<file path="src/rtl/regfile_32x64.sv">
// -----------------------------------------------------------------------------
// regfile_32x64
//   Architectural register file for the 5-stage ARM pipeline.
//   - 31 writable 64-bit registers X0..X30. X31 (XZR) has no storage and
//     always reads as zero.
//   - Two independent combinational read ports feed the ID stage. Each port
//     is a 32:1 select tree of 2:1 cells addressed bit by bit.
//   - One synchronous write port is driven from WB. Writes to X31 are dropped.
//
// Ports
//   clk            pipeline clock; state updates on the rising edge
//   reset_n        asynchronous active-low reset; clears X0..X30
//   RegWrite       write enable
//   WriteRegister  destination index (5 bits)
//   WriteData      write data (WIDTH bits)
//   ReadRegister1  read port 1 index (Rn)
//   ReadRegister2  read port 2 index (Rm/Rt)
//   ReadData1      contents of ReadRegister1
//   ReadData2      contents of ReadRegister2
//
// Build option
//   REGFILE_BYPASS_EN  When this macro is defined, a write-through bypass is
//                      added. A read that matches the index being written in
//                      the same cycle returns WriteData combinationally.
//                      When it is undefined, reads return only stored state.
// -----------------------------------------------------------------------------
module regfile_32x64 #(
    parameter int WIDTH = 64,
    parameter int NREG  = 32   // fixed at 32 (5-bit indices)
) (
    input  logic             clk,
    input  logic             reset_n,
    input  logic             RegWrite,
    input  logic [4:0]       WriteRegister,
    input  logic [WIDTH-1:0] WriteData,
    input  logic [4:0]       ReadRegister1,
    input  logic [4:0]       ReadRegister2,
    output logic [WIDTH-1:0] ReadData1,
    output logic [WIDTH-1:0] ReadData2
);

    localparam int NSTORE = NREG - 1;   // XZR carries no storage

    logic [WIDTH-1:0] r_regs [0:NSTORE-1];
    logic [NSTORE-1:0] w_we;

    // One-hot write decode. Decode output 31 is never generated, so a write
    // to XZR enables nothing.
    always_comb begin
        w_we = '0;
        for (int i = 0; i < NSTORE; i++) begin
            w_we[i] = RegWrite && (WriteRegister == 5'(i));
        end
    end

    always_ff @(posedge clk or negedge reset_n) begin
        if (!reset_n) begin
            for (int i = 0; i < NSTORE; i++) begin
                r_regs[i] <= '0;
            end
        end else begin
            for (int i = 0; i < NSTORE; i++) begin
                if (w_we[i]) begin
                    r_regs[i] <= WriteData;
                end
            end
        end
    end

    // Read select trees, stored in heap order. Node n has children 2n and
    // 2n+1. Leaves 32..63 hold registers 0..31. A node at depth d is steered
    // by address bit 4-d, so the root uses the MSB and the leaf parents use
    // the LSB. The tree has five levels of 2:1 cells.
    logic [WIDTH-1:0] w_t1 [1:63];
    logic [WIDTH-1:0] w_t2 [1:63];

    for (genvar i = 0; i < 32; i++) begin : g_leaf
        if (i < NSTORE) begin : g_reg
            assign w_t1[32+i] = r_regs[i];
            assign w_t2[32+i] = r_regs[i];
        end else begin : g_zero
            assign w_t1[32+i] = '0;
            assign w_t2[32+i] = '0;
        end
    end

    for (genvar n = 1; n < 32; n++) begin : g_node
        localparam int D = $clog2(n + 1) - 1;   // depth of node n
        assign w_t1[n] = ReadRegister1[4-D] ? w_t1[2*n+1] : w_t1[2*n];
        assign w_t2[n] = ReadRegister2[4-D] ? w_t2[2*n+1] : w_t2[2*n];
    end

`ifdef REGFILE_BYPASS_EN
    // A match can only occur when WriteRegister != 31. An XZR read therefore
    // never picks up WriteData.
    logic w_byp_ok;
    assign w_byp_ok  = RegWrite && (WriteRegister != 5'd31);
    assign ReadData1 = (w_byp_ok && (ReadRegister1 == WriteRegister)) ? WriteData : w_t1[1];
    assign ReadData2 = (w_byp_ok && (ReadRegister2 == WriteRegister)) ? WriteData : w_t2[1];
`else
    assign ReadData1 = w_t1[1];
    assign ReadData2 = w_t2[1];
`endif

endmodule

</file>
<file path="config.mk">
export PLATFORM = sky130hd
export DESIGN_NAME = regfile_32x64
export DESIGN_NICKNAME = d
export VERILOG_FILES = /design/src/rtl/regfile_32x64.sv
export SDC_FILE = /design/constraint.sdc
export NUM_CORES = 2
export LEC_CHECK = 0
export BUFFER_PORTS_ARGS = -buffer_cell sky130_fd_sc_hd__buf_2
export CAP_MARGIN = 5
export CORE_ASPECT_RATIO = 1.1
export CORE_MARGIN = 2
export CORE_UTILIZATION = 55
export CTS_BUF_LIST = sky130_fd_sc_hd__clkbuf_8
export CTS_CLUSTER_SIZE = 8
export DETAILED_ROUTE_END_ITERATION = 12
export PLACE_DENSITY_LB_ADDON = 0.1
export SKIP_LAST_GASP = 1
export SYNTH_ARGS = -nofsm -noshare
export SYNTH_HDL_FRONTEND = slang
export SYNTH_SLANG_ARGS = --single-unit
</file>
<file path="constraint.sdc">
create_clock -name clk -period 4 [get_ports clk]
set_clock_uncertainty 0.1 [all_clocks]
set_input_delay 1.2 -clock clk [delete_from_list [all_inputs] [get_ports clk]]
set_output_delay 1.2 -clock clk [all_outputs]
set_load 0.01 [all_outputs]
</file>
==> reports/summary.txt <==
Status -> finished, violations left
Failing checks -> negative setup slack
Antenna Nets Post-Route -> 0
First-pass GRT wire length -> 538.2 mm
Post-Route Utilization -> 68.36%
Routed len/inst -> 34.19 µm
Fin nets -> 8367
Die area -> 197200 µm²
Mapped cell area -> 106500 µm²
Post-synthesis sequential element count -> 1984
Via Count -> 76.04k
Clock tree buffer depth -> 4
Port bufs -> 209
Leakage power -> 58.85 nW
Fraction of layout cells with a size suffix above 1 -> 59.33%
Pin count of the biggest net entering global routing -> 112
Pwr Density -> 459.7 nW/µm²
# DRC -> 0
Finished layout cell area -> 131700 µm²
Die Width -> 423.6 µm
Post-DP HPWL -> 224.9 mm
Number of global-route vias before repair -> 77.89k
Clock power frac -> 31.1%
# IOs -> 210
Slew @ Worst Pin -> 1071 ps
DP Area -> 117300 µm²
Regs by FF count -> r_regs (1984)
Reg clk slew, reported paths -> 60 ps
NetSw -> 17.71 mW
Async set-reset flop share out of synthesis -> 100.0%
Gr usage total -> 37.24%
Total design power -> 60.53 mW
Combinational Power Share -> 23.9%
Flop-to-flop setup slack -> 3060 ps
Crit start category -> primary input
Core ar. -> 192600 µm²
Post-Syn Nets -> 7537
Clock Sinks -> 1984
Routability Congestion -> 0.8625
Final setup violating endpoints -> 128
Die Ht -> 465.5 µm
Num CTS Buffers -> 352
Initial Utilization -> 55.29%
First-pass detailed-route iteration total -> 6
Clock Tree Root -> clkbuf_8
Via density -> 6.861
Biggest register -> r_regs
Main synth FF type -> dfrtp_1
Synth cell types -> 41
Htree depth -> 5
GR Overflow Total -> 0
Flop pwr share -> 45.0%
CP required -> 2700 ps
Total Wirelength -> 379.0 mm
Setup slack after layout -> -540.5 ps
Initial antenna violation count -> 28
Tcrit/Tclk final -> 113.5%
Area delta synth->final -> 23.64%
FP Rows -> 169
Worst Hold Class -> flip-flop to flip-flop
Cells after Synth -> 7455
Max FFs per register -> 1984
Worst Path Arrival -> 3240 ps
Clk_lat worst skew -> 1090 ps
Fillers -> 13.39k
Final Max Slew Viols -> 0
Seq/Total Area, Yosys -> 46.61%
Fin crit period -> 4541 ps
Fmax achieved -> 220.2 MHz
Commonest non-fill, non-tap cell in the layout -> mux2_2
Warnings from Yosys -> 0
Synth Area per Inst -> 14.29 µm²
Crit path max fanout -> 6
Most frequent cells in the layout -> mux2_2 (2217), dfrtp_1 (1984), mux4_2 (641)
Hold_ws -> 414.8 ps
Final Hold Vio Count -> 0
Worst IR Drop VDD -> 0.3936 mV
EDFF count, synth -> 0
Kind of critical path -> primary input to output pin
RSZ-0062 raised after global routing -> yes
P_int -> 42.83 mW
MaxCap Viol Count -> 0
Slew headroom -> 28.60%
Endpoint class of the critical path -> output pin
DRT iter0 DRCs -> 7869
CTS tree -> yes
Sw Share -> 29.25%
power groups by stage:
stage | combinational [mW] | clock (mW) | sequential, mW
floorplan | 9.46 | 0 | 26.2
CTS | 13.6 | 19.0 | 27.0
global placement | 12.6 | 0 | 27.1
detailed placement | 13.0 | 0 | 27.3
global route | 15.3 | 20.0 | 27.6
finish | 14.4 | 18.9 | 27.2
worst paths after layout:
kind	from	end	cells after the start
min in group asynchronous	reset_n	r_regs[377]	2
min	r_regs[845]	r_regs[845]	1
max	ReadRegister2[1]	ReadData2[6]	13
max in group asynchronous	reset_n	r_regs[1904]	3
min reg2reg	r_regs[845]	r_regs[845]	1
max reg2reg	r_regs[74]	r_regs[74]	1
through the flow:
stage | cells | worst slack [ps] | TNS (ps)
after floorplan | 7455 | -62.56 | -3226
after global placement | 10196 | -664.4 | -59670
after detailed placement | 10196 | -659.3 | -60940
after CTS | 10925 | -498.8 | -52860
after global routing | 11083 | -564.8 | -59360
final | 11084 | -540.5 | -55500
cells by family after synthesis:
family | after synthesis | synth area share, %
AO/OA/AOI/OAI | 899 | 5.751
buffers and inverters | 797 | 3.374
flip-flops | 1984 | 46.61
multiplexers | 3450 | 42.66
AND/OR/NAND/NOR | 325 | 1.605
final cells by class:
class / instances / area, µm² / share of cell area [%]
clock inverter: 134 / 641.9 / 0.4874
antenna: 4 / 10.01 / 0.007601
tap: 2565 / 3209 / 2.437
clock buffer: 450 / 6193 / 4.703
sequential: 1984 / 49650 / 37.70
timing repair buffer: 1273 / 15780 / 11.98
multi-input combinational: 4674 / 56200 / 42.68
worst max-delay path, cell delays in order:
cell,delay [ps]
buf_16,140
buf_16,170
buf_6,120
nor2b_4,170
buf_12,170
buf_8,110
buf_16,130
nand2_4,40
o211ai_1,110
a21oi_1,110
nor4_2,390
buf_4,210
buf_6,110
Yosys cell counts (all sizes together), types with 7 or more instances:
cell	count	area share [%]
a21o	66	0.47
clkbuf	405	1.4
nor3	7	0.052
o31ai	64	0.45
o22ai	189	1.1
mux2	2302	24
buf	392	1.9
nand2b	7	0.041
o2bb2ai	63	0.52
nor2b	76	0.45
o21ai	65	0.31
a21oi	190	0.89
dfrtp	1984	47
mux4	641	14
mux2i	507	4.8
a211oi	67	0.47
nor4	64	0.40
nor2	79	0.29
nand2	80	0.28
a221o	63	0.59
a22oi	62	0.44
o211ai	62	0.44
repair_timing:
item,4_1_cts,5_1_grt
gates resized for setup,253,536
endpoints found under the hold margin,21,0
hold buffers,1,0
buffers inserted,110,137
setup endpoints to repair,128,128
cloned,40,36
pin swaps,75,223
metal layers:
layer	global-route usage (%)	part of all wire, %
met3	7.786	8.1
met5	0	0.040
met1	49.07	39
met4	18.30	5.7
met2	58.99	47
(Power assumes the default switching activity.)
